$ cat src/rtl/branch_target_predictor.sv
// Direct-mapped branch target buffer with saturating counters, a registered lookup and a sequential flush sweep.
// Optional feature: define BTB_BYPASS_EN to forward a same-cycle, same-index update into the lookup result.
module branch_target_predictor #(
    parameter int ADDR_W  = 32,
    parameter int ENTRIES = 16,
    parameter int CTR_W   = 2
) (
    input  logic              clk,
    input  logic              reset_n,
    input  logic              lk_valid,
    input  logic [ADDR_W-1:0] lk_pc,
    output logic              pred_valid,
    output logic              pred_hit,
    output logic              pred_taken,
    output logic [ADDR_W-1:0] pred_target,
    input  logic              upd_valid,
    input  logic [ADDR_W-1:0] upd_pc,
    input  logic              upd_is_branch,
    input  logic              upd_taken,
    input  logic [ADDR_W-1:0] upd_target,
    input  logic              flush_req,
    output logic              busy
);

    localparam int IDX_W = $clog2(ENTRIES);
    localparam int TAG_W = ADDR_W - IDX_W;
    localparam logic [CTR_W-1:0] CTR_MAX  = '1;
    localparam logic [CTR_W-1:0] CTR_WEAK = CTR_W'(1) << (CTR_W - 1);
    localparam logic [IDX_W-1:0] LAST_IDX = IDX_W'(ENTRIES - 1);

    typedef enum logic {
        ST_RUN,
        ST_FLUSH
    } state_e;

    state_e              state_q;
    logic [IDX_W-1:0]    sweep_q;
    logic                busy_q;
    logic [ENTRIES-1:0]  valid_q;
    logic [TAG_W-1:0]    tag_q [ENTRIES];
    logic [ADDR_W-1:0]   tgt_q [ENTRIES];
    logic [CTR_W-1:0]    ctr_q [ENTRIES];

    logic                pred_valid_q;
    logic                pred_hit_q;
    logic                pred_taken_q;
    logic [ADDR_W-1:0]   pred_target_q;

    logic [IDX_W-1:0]    upd_idx;
    logic [TAG_W-1:0]    upd_tag;
    logic                upd_hit;
    logic                upd_en;
    logic                wr_en;
    logic [ADDR_W-1:0]   wr_tgt;
    logic [CTR_W-1:0]    wr_ctr;

    logic [IDX_W-1:0]    lk_idx;
    logic [TAG_W-1:0]    lk_tag;
    logic                rd_valid;
    logic [TAG_W-1:0]    rd_tag;
    logic [ADDR_W-1:0]   rd_tgt;
    logic [CTR_W-1:0]    rd_ctr;
    logic                lk_hit;
    logic                lk_taken;
    logic [ADDR_W-1:0]   lk_target;

    assign upd_idx = upd_pc[IDX_W-1:0];
    assign upd_tag = upd_pc[ADDR_W-1:IDX_W];
    assign upd_hit = valid_q[upd_idx] && (tag_q[upd_idx] == upd_tag);
    // A flush request in the same cycle takes priority and drops the update.
    assign upd_en  = upd_valid && (state_q == ST_RUN) && !flush_req;

    always_comb begin
        wr_en  = 1'b0;
        wr_tgt = tgt_q[upd_idx];
        wr_ctr = ctr_q[upd_idx];
        if (upd_en) begin
            if (upd_hit) begin
                wr_en = 1'b1;
                if (upd_is_branch) begin
                    if (upd_taken) begin
                        wr_tgt = upd_target;
                        wr_ctr = (ctr_q[upd_idx] == CTR_MAX) ? CTR_MAX : ctr_q[upd_idx] + CTR_W'(1);
                    end else begin
                        wr_ctr = (ctr_q[upd_idx] == '0) ? '0 : ctr_q[upd_idx] - CTR_W'(1);
                    end
                end else begin
                    wr_tgt = upd_target;
                    wr_ctr = CTR_MAX;
                end
            end else if (!upd_is_branch || upd_taken) begin
                wr_en  = 1'b1;
                wr_tgt = upd_target;
                wr_ctr = upd_is_branch ? CTR_WEAK : CTR_MAX;
            end
        end
    end

    assign lk_idx = lk_pc[IDX_W-1:0];
    assign lk_tag = lk_pc[ADDR_W-1:IDX_W];

    always_comb begin
        rd_valid = valid_q[lk_idx];
        rd_tag   = tag_q[lk_idx];
        rd_tgt   = tgt_q[lk_idx];
        rd_ctr   = ctr_q[lk_idx];
`ifdef BTB_BYPASS_EN
        if (wr_en && (upd_idx == lk_idx)) begin
            rd_valid = 1'b1;
            rd_tag   = upd_tag;
            rd_tgt   = wr_tgt;
            rd_ctr   = wr_ctr;
        end
`endif
    end

    assign lk_hit    = (state_q == ST_RUN) && rd_valid && (rd_tag == lk_tag);
    assign lk_taken  = lk_hit && rd_ctr[CTR_W-1];
    assign lk_target = lk_taken ? rd_tgt : lk_pc + ADDR_W'(1);

    always_ff @(posedge clk or negedge reset_n) begin
        if (!reset_n) begin
            state_q       <= ST_RUN;
            sweep_q       <= '0;
            busy_q        <= 1'b0;
            valid_q       <= '0;
            pred_valid_q  <= 1'b0;
            pred_hit_q    <= 1'b0;
            pred_taken_q  <= 1'b0;
            pred_target_q <= '0;
        end else begin
            pred_valid_q  <= lk_valid;
            pred_hit_q    <= lk_hit;
            pred_taken_q  <= lk_taken;
            pred_target_q <= lk_target;
            case (state_q)
                ST_RUN: begin
                    if (flush_req) begin
                        state_q <= ST_FLUSH;
                        sweep_q <= '0;
                        busy_q  <= 1'b1;
                    end else if (wr_en) begin
                        valid_q[upd_idx] <= 1'b1;
                    end
                end
                ST_FLUSH: begin
                    valid_q[sweep_q] <= 1'b0;
                    if (flush_req) begin
                        sweep_q <= '0;
                    end else if (sweep_q == LAST_IDX) begin
                        state_q <= ST_RUN;
                        busy_q  <= 1'b0;
                    end else begin
                        sweep_q <= sweep_q + IDX_W'(1);
                    end
                end
                default: begin
                    state_q <= ST_RUN;
                    busy_q  <= 1'b0;
                end
            endcase
        end
    end

    // Payload arrays are never reset; the valid bits gate them.
    always_ff @(posedge clk) begin
        if (wr_en) begin
            tag_q[upd_idx] <= upd_tag;
            tgt_q[upd_idx] <= wr_tgt;
            ctr_q[upd_idx] <= wr_ctr;
        end
    end

    assign pred_valid  = pred_valid_q;
    assign pred_hit    = pred_hit_q;
    assign pred_taken  = pred_taken_q;
    assign pred_target = pred_target_q;
    assign busy        = busy_q;

endmodule

$ cat config.mk
export PLATFORM = sky130hd
export DESIGN_NAME = branch_target_predictor
export DESIGN_NICKNAME = d
export VERILOG_FILES = /design/src/rtl/branch_target_predictor.sv
export SDC_FILE = /design/constraint.sdc
export NUM_CORES = 1
export LEC_CHECK = 0
export BUFFER_PORTS_ARGS = -buffer_cell sky130_fd_sc_hd__buf_2
export CORE_ASPECT_RATIO = 0.8
export CORE_MARGIN = 4
export CORE_UTILIZATION = 56
export CTS_CLUSTER_DIAMETER = 30
export CTS_CLUSTER_SIZE = 8
export DETAILED_ROUTE_END_ITERATION = 6
export GPL_TIMING_DRIVEN = 0
export PLACE_DENSITY_LB_ADDON = 0.05
export SYNTH_ARGS = -nofsm -noshare
export SYNTH_HDL_FRONTEND = slang
export SYNTH_SLANG_ARGS = --single-unit
$ cat constraint.sdc
create_clock -name clk -period 7.3 [get_ports clk]
set_clock_uncertainty 0.05 [all_clocks]
set_input_delay 0 -clock clk [delete_from_list [all_inputs] [get_ports clk]]
set_output_delay 0 -clock clk [all_outputs]
set_load 0.01 [all_outputs]
Word-level counts from Yosys, hierarchy flattened
Memories as Yosys holds them, arrays and structs flattened.
Index checks and enable logic that the tools add are counted.
{ "word_totals": {"ram_bits": 992, "in_bits": 103, "elab_cells": 95, "mem_count": 3, "reg_bits": 57, "out_inout_bits": 36} }
{ "op_classes": {"bitwise": 4, "n_eq_ne": 13, "n_addsub": 4, "muxes": 42, "magnitude_cmp": 5, "n_reduce_logical": 16} }
{ "memory_table": {"columns": ["memory", "depth", "width", "rd", "rd_clocked_by_memory_dff", "wr", "line_no", "source"], "rows": [
  ["tgt_q", 16, 32, 1, 0, 1, "41", "logic [ADDR_W-1:0] tgt_q [ENTRIES];"],
  ["tag_q", 16, 28, 2, 0, 1, "40", "logic [TAG_W-1:0] tag_q [ENTRIES];"],
  ["ctr_q", 16, 2, 2, 0, 1, "42", "logic [CTR_W-1:0] ctr_q [ENTRIES];"]
]} }
{ "op_table": {"columns": ["operator", "count"], "rows": [
  ["$mux 32", 6],
  ["$eq 28x28->1", 2],
  ["$add 32x1->32 const B", 1],
  ["$mux 16", 2],
  ["$pmux 16 s2", 1],
  ["$and 16x16->16", 1],
  ["$mux 1", 16],
  ["$not 16->16", 1],
  ["$or 16x16->16", 1],
  ["$lt 4x5->1 const B", 3],
  ["$mux 2", 7],
  ["$mux 4", 3],
  ["$bmux 1 s4", 2],
  ["$demux 1 s4", 2],
  ["$ge 4x1->1 const B", 2],
  ["$logic_and 1x1->1", 8],
  ["$ne 2x2->1 const B", 4],
  ["$pmux 4 s2", 1],
  ["$ne 3x3->1 const B", 2],
  ["$add 4x1->4 const B", 1],
  ["$eq 4x4->1 const B", 1],
  ["$ne 4x4->1 const B", 1],
  ["$pmux 1 s2", 2],
  ["$reduce_and 2->1", 2],
  ["other kinds (11)", 12]
]} }

Logic depth before layout (Yosys ltp)
Gate-level depths: netlist of the first run.
{ "depth": {"ltp_word": 8, "depth_mapped": 14, "ltp_nobuf": 8} }

Worst setup path before layout of the first run
No wires, ideal clock.
{ "synth_timing": {"path_kind": "reg2reg", "from": "memory tag_q[3][2] in the netlist's numbering", "to": "memory ctr_q[0][0] (enable)", "synth_period_minus_slack_ns": 5.367, "slack_ns": 1.933, "arrival_time_ns": 4.854, "setup_ns": 0.463, "path_buffers": 0, "stages_incl_launch_ff": 8, "required_time_ns": 6.787, "cell_sequence": "edfxtp_1 -> mux4_2 -> mux4_2 -> xor2_1 -> or4_1 -> a2111oi_2 -> nand4_2 -> a211oi_1"} }
{ "synth_lines": {"columns": ["item", "line_no"], "rows": [
  ["start: declaration", "40"],
  ["end: declaration", "42"]
]} }

Worst setup path after layout of the first run
{ "layout_timing": {"from": "input upd_pc[2]", "to": "memory tag_q[3][3] in the netlist's numbering (enable)"} }
{ "layout_between": {"elab_chain_len": 7, "elab_cells_between_ends": 9, "classes_between": "eq/ne (1); mux (6); reduce/logical (1); memory (1)"} }
{ "layout_rtl": {"columns": ["item", "line_no", "source"], "rows": [
  ["start: declaration", "17", "input logic [ADDR_W-1:0] upd_pc,"],
  ["$mem_v2 16x28 or $bmux 1 s4 (tied branches)", null, null],
  ["$eq 28x28->1 or $mux 1 (tied branches)", "69", "assign upd_hit = valid_q[upd_idx] && (tag_q[upd_idx] == upd_tag);"],
  ["$logic_and 1x1->1", "69", null],
  ["$mux 1", "78", "if (upd_hit) begin"],
  ["$mux 1", "77", "if (upd_en) begin"],
  ["$mux 1", "167", "if (wr_en) begin"],
  ["$mux 1 (not written as such)", "168", "tag_q[upd_idx] <= upd_tag;"]
]} }
Several ways; a longest one is shown, not always the timed one. The select of a mux whose other input is x is not followed.

==> run summary, run 1 <==
Crit-path slowest cell: a211oi_4
CTS tree: done
HPWL after DPL: 100000 um
fillers: 5073
Top delay family on crit path: buffers and inverters
global-route usage over all layers: 34.84%
largest net degree at the start of global routing: 58
CTS sink cnt: 1049
VDD IR-drop max: 0.1870 mV
setup TNS: 0 ns
vias per std cell: 6.893
num rows: 93
complex-gate fraction of the synthesized area: 2.667%
CP peak stage delay: 0.93 ns
Internal Power: 12.01 mW
clock share of power: 50.4%
die area: 0.08652 sq mm
area grow syn2layout: 22.71%
Design Power: 15.49 mW
Worst Hold Class: input pin to flip-flop
commonest non-fill, non-tap cell in the layout: edfxtp_1
count of final setup violators: 0
Post-Synth Adder-Cell Area: 0.1583%
multi-input logic area: 0.01412 sq mm
Sw Pwr: 3.480 mW
Boundary Pins: 139
register area share after synthesis: 68.10%
share of cells above drive strength 1: 32.92%
first-pass GRT wire length: 208300 um
CTS max path bufs: 3
Final Cell Area: 0.05625 sq mm
Tcrit/Tclk final: 82.10%
critical path depth: 13
sequential share of power: 42.8%
worst-path maximum fanout: 12
Slew HR: 0.9038%
cells after synthesis: 2280
Post-route DRC: 11
Synth cell types: 74
worst slew pin tran: 1.486 ns
worst-path cell chain: buf_4, buf_2, buf_2, buf_2, nand2_1, a31oi_1, a31o_2, a41oi_1, nor4b_1, nand4_2, buf_4, a211oi_4, buf_8
DP Worst Slack: 0.8413 ns
RSZ-0062 raised after global routing: no
htree depth: 4
main combinational cell family by area after synthesis: multiplexers
initial antenna violation count: 9
Leak Pwr: 19.04 nW
worst setup path class: input pin to flip-flop
syn_area_per_cell: 20.10 sq um
R2R Path Start: tag_q[5][13]
Max Freq: 166.9 MHz
most frequent cells in the layout: edfxtp_1 (992), mux4_2 (373), clkbuf_16 (182)
final hold vios: 0
Critical Path RT: 7.69 ns
Vias: 27520
Slew Limit Fails: 0
crit start category: input pin
DIE HEIGHT: 263.9 um
failing checks: DRC
CTS resizes: 0
Clock Latency Late Sink: 0.77 ns
Top cell by count, worst path: buf_2
Final #Nets: 2882
CTS buffer count: 180
FF/Latch Area: 0.03121 sq mm
critical path data arrival time: 6.39 ns
Die X: 327.9 um
Clock Pin Slew Worst Setup and Hold Paths: 0.05 ns
sw frac: 22.47%
final core occ: 69.55%
Max Cap Viol: 0
global route overflow: 0
post-synthesis mux area share: 23.03%
number of synthesized flops with an enable pin: 992
DR WL/cell: 37.39 um
min cycle time layout: 5.993 ns
post-synth net total: 2388
YS warnings: 0
Final ANT Viol Nets: 0
core box area: 0.08087 sq mm
Post-Synth XOR/XNOR Area: 1.662%
R2R Path End: tag_q[3][3]
placed cell area: 0.04941 sq mm
#FFs+latches synth: 1049
asr flop ratio synth: 5.434%
Post-Synth Simple-Gate Area: 2.683%
Critical Path Sink: tag_q[3][3]
Worst Setup SP: upd_pc[2]
Buf+Inv Stages, Crit Path: 6
DR iter-0 viols: 4342
Crit. End Element: flip-flop
worst reg2reg path depth: 10
Synth Flop Type: edfxtp_1
Gate power share: 6.8%
PwrDens: 275.3 mW/mm^2
final worst setup slack: 1.307 ns
FF-to-FF setup slack: 1.88 ns
GPL Wtd Cong: 0.9646
vias in the first global route: 27590
CTS Root Cell: clkbuf_16
status: complete, but fails checks
initial core utilization: 56.68%
DR pass1 iterations: 7
mapped cell area: 0.04584 sq mm
final wirelength: 149200 um
port bufs: 133
-- cells by family (layout without fill, tap and decap cells) --
kind of cell | after synthesis | in the layout
simple gates | 240 | 240
mux | 582 | 582
compound gates | 158 | 158
flops | 1049 | 1049
fa+ha+maj | 6 | 6
other cells | 0 | 2
xor+xnor | 87 | 87
buf+inv | 158 | 776
-- per-layer routing --
layer / up-vias / global-route usage [%] / wire length (um)
li1: 10630 / - / -
met3: 325 / 12.31 / 21030
met5: - / 0 / 22
met1: 14490 / 50.45 / 57040
met4: 4 / 11.83 / 5071
met2: 2070 / 49.98 / 66080
-- through the flow --
| step | hold WS [ns] | instances |
|---|---|---|
| after floorplan | -0.3456 | 2280 |
| after global placement | 0.06308 | 3505 |
| after detailed placement | 0.06136 | 3567 |
| after CTS | 0.06140 | 3988 |
| after global routing | 0.1097 | 3991 |
| final | 0.1148 | 3992 |
-- synthesized netlist by cell type, drive strengths merged, types with 4 or more instances --
cell type    n  area [sq um]
nand4       12         81.33
a21o        13         97.59
nor4         5         31.28
xor2        41         359.1
and2         8         50.05
o21ai        9         45.04
nand2b       5         31.28
a221oi       8         70.07
or3          5         31.28
or4          5         37.54
dfrtp       57          1426
a21oi       21         105.1
inv         20         75.07
a2111oi      4         47.55
nand3       28         140.1
a22o         6         52.55
buf         84         500.5
or2          4         25.02
nor3b        4         30.03
nor2        45         168.9
and3        14         87.58
mux2        51         574.3
ha           5         62.56
nor3         6         30.03
a211oi      23         222.7
o22ai       10         62.56
nand2       74         277.8
nor2b       11         68.82
o31ai        7         52.55
o221ai       6         52.55
mux2i      158          1582
clkbuf      53         198.9
edfxtp     992         29790
xnor2       46         402.9
a22oi       25         187.7
mux4       373          8401
-- worst min path at each step --
stage                         startpoint      endpoint  slack (ns)  depth (start not counted)
after floorplan                  reset_n          busy       -0.35                          0
after global placement          lk_valid    pred_valid        0.06                          1
after detailed placement        lk_valid    pred_valid        0.06                          1
after CTS                  upd_is_branch  ctr_q[12][1]        0.06                          4
after global routing           flush_req    sweep_q[2]        0.11                          3
final                     upd_target[24]  tgt_q[9][24]        0.11                          2
-- power groups by stage --
| stage | sequential, mW | combinational [mW] | clock (mW) |
|---|---|---|---|
| after floorplan | 6.74 | 0.520 | 0 |
| after global placement | 6.73 | 0.947 | 0 |
| after detailed placement | 6.73 | 0.968 | 0 |
| after CTS | 6.62 | 1.03 | 7.86 |
| after global routing | 6.62 | 1.09 | 8.17 |
| final | 6.62 | 1.05 | 7.81 |
-- sequential cells by signal (all words and copies together) (netlist names), 4 cells and up --
name,cells
pred_target,32
tag_q,448
tgt_q,512
sweep_q,4
ctr_q,32
valid_q,16
-- final cells by class --
| type | count | area share (%) |
|---|---|---|
| flip-flops and latches | 1049 | 55.50 |
| multi-input cells | 1073 | 25.10 |
| clock buffers | 230 | 8.524 |
| repair buffers | 312 | 5.570 |
| well taps | 1092 | 2.429 |
| clock inverters | 76 | 1.490 |
| plain buffers | 137 | 1.246 |
| inverters | 21 | 0.1401 |
| diodes | 2 | 0.008898 |
-- repair_timing --
| item | in CTS | in global routing |
|---|---|---|
| endpoints found under the hold margin | 1055 | 0 |
| setup buffers | 0 | 0 |
| hold buffers | 115 | 0 |
(Power assumes the default switching activity.)
==> inputs of run 2 (changes only) <==
Clock period 7.3 ns to 5.9 ns, I/O delays scaled along.
==> run summary, run 2 (synthesized netlist as in run 1, its figures left out) <==
largest registers: tgt_q: 512 flops, tag_q: 448 flops
Biggest register: tgt_q
FF/Latch Area: 0.03121 sq mm (unchanged)
final hold vios: 0 (unchanged)
Slew Limit Fails: 11 (+11)
PwrDens: 340.5 mW/mm^2 (+24%)
status: complete, but fails checks
Design Power: 19.16 mW (+24%)
Crit. End Element: flip-flop
commonest non-fill, non-tap cell in the layout: edfxtp_1
most frequent cells in the layout: edfxtp_1 (992), mux4_2 (373), clkbuf_16 (182)
vias per std cell: 6.889 (about the same)
VDD IR-drop max: 0.2313 mV (+24%)
Vias: 27520 (+0.022%)
Max Cap Viol: 1 (+1)
CTS max path bufs: 3 (unchanged)
crit start category: input pin
worst setup path class: input pin to flip-flop
fillers: 5069 (-0.079%)
Leak Pwr: 19.05 nW (about the same)
WHS: 0.1145 ns (-0.0002520 ns)
first-pass GRT wire length: 208300 um (unchanged)
setup TNS: -4.351 ns (-4.351 ns)
HPWL after DPL: 100000 um (unchanged)
Post-route DRC: 0 (-11)
num rows: 93 (unchanged)
initial core utilization: 56.68% (unchanged)
CTS buffer count: 180 (unchanged)
vias in the first global route: 27590 (unchanged)
CTS tree: done
RSZ-0062 raised after global routing: no
GPL Wtd Cong: 0.9646 (unchanged)
final wirelength: 149400 um (+0.11%)
share of cells above drive strength 1: 32.97% (+0.046 points)
CTS sink cnt: 1049 (unchanged)
port bufs: 133 (unchanged)
critical path data arrival time: 6.41 ns (+0.02 ns)
min cycle time layout: 6.017 ns
worst reg2reg path depth: 10 (unchanged)
Clock Latency Late Sink: 0.77 ns (about the same)
core box area: 0.08087 sq mm (unchanged)
area grow syn2layout: 22.78% (about the same)
Die X: 327.9 um (unchanged)
DR iter-0 viols: 4105 (-5.5%)
Slew HR: -0.8094% (-1.7 points)
worst-path maximum fanout: 11 (-1)
Critical Path RT: 6.30 ns (-1.39 ns)
count of final setup violators: 57 (+57)
DR pass1 iterations: 6 (-1)
Final ANT Viol Nets: 0 (unchanged)
initial antenna violation count: 9 (unchanged)
htree depth: 4 (unchanged)
global route overflow: 0 (unchanged)
largest net degree at the start of global routing: 58 (unchanged)
failing checks: capacitance limit, slew limit, setup timing
worst slew pin tran: 1.512 ns (+0.02570 ns)
final worst setup slack: -0.1171 ns (-1.424 ns)
DIE HEIGHT: 263.9 um (unchanged)
multi-input logic area: 0.01412 sq mm (unchanged)
Tcrit/Tclk final: 102.0%
die area: 0.08652 sq mm (unchanged)
DR WL/cell: 37.40 um (about the same)
Max Freq: 166.2 MHz
Worst Hold Class: input pin to flip-flop
Final #Nets: 2884 (+0.069%)
global-route usage over all layers: 34.84% (unchanged)
Clock Pin Slew Worst Setup and Hold Paths: 0.05 ns (about the same)
max FFs per register: 512 (unchanged)
CTS Root Cell: clkbuf_16
Worst Hold Depth: 2 (unchanged)
Boundary Pins: 139 (unchanged)
run 2: worst max-delay path, stage by stage:
cell	delay, ns
buf_4	0.17
buf_2	0.49
buf_2	0.54
buf_2	0.56
nand2_1	0.69
a31oi_1	0.66
a31o_2	0.27
a41oi_1	0.29
nor4b_1	0.49
nand4_2	0.53
buf_4	0.45
a211oi_4	0.94
buf_8	0.27
run 2: where the power goes:
group          total [mW]  internal, mW  switching [mW]
sequential           8.20          8.19          0.0113
clock                9.66          6.17            3.49
combinational        1.30         0.496           0.804
total                19.2          14.9            4.30
run 2: cell type report:
class | instances | share of cell area, %
diodes | 3 | 0.01334
plain buffers | 137 | 1.245
clock buffers | 230 | 8.520
clock inverters | 76 | 1.490
inverters | 21 | 0.1401
multi-input cells | 1073 | 25.08
flip-flops and latches | 1049 | 55.47
well taps | 1092 | 2.428
repair buffers | 314 | 5.616
run 2: what timing repair did:
item | 4_1_cts | 5_1_grt
setup buffers | 0 | 2
hold buffers | 115 | 0
resized for setup | 0 | 0
hold endpoints to repair | 1055 | 0
setup endpoints to repair | 0 | 10
run 2: path summary, 6_finish.rpt:
path,from,endpoint,slack [ns]
setup / recovery,upd_pc[2],tag_q[2][10],-0.12
hold / removal,upd_target[18],tgt_q[0][18],0.11
setup reg to reg,tag_q[4][13],tag_q[2][10],0.41
hold reg to reg,valid_q[5],valid_q[5],0.45
max in group asynchronous,reset_n,pred_target[2],5.13
min in group asynchronous,reset_n,pred_target[17],0.32
run 2: metal layers:
layer,part of all wire (%),global-route usage (%),vias to the layer above
met1,38,50.45,14440
met3,14,12.31,330
met4,3.5,11.83,4
li1,-,-,10640
met2,44,49.98,2109
met5,0.014,0,-
run 2: through the flow:
stage | std cells | utilization [%] | area, sq um | worst slack, ns
final | 3995 | 69.59 | 56280 | -0.1171
after global placement | 3505 | 59.19 | 47870 | -5.082
after detailed placement | 3567 | 61.10 | 49410 | -0.5587
after CTS | 3988 | 69.51 | 56210 | 0.2259
after floorplan | 2280 | - | 45840 | 0.5331
after global routing | 3993 | 69.58 | 56270 | 0.004762
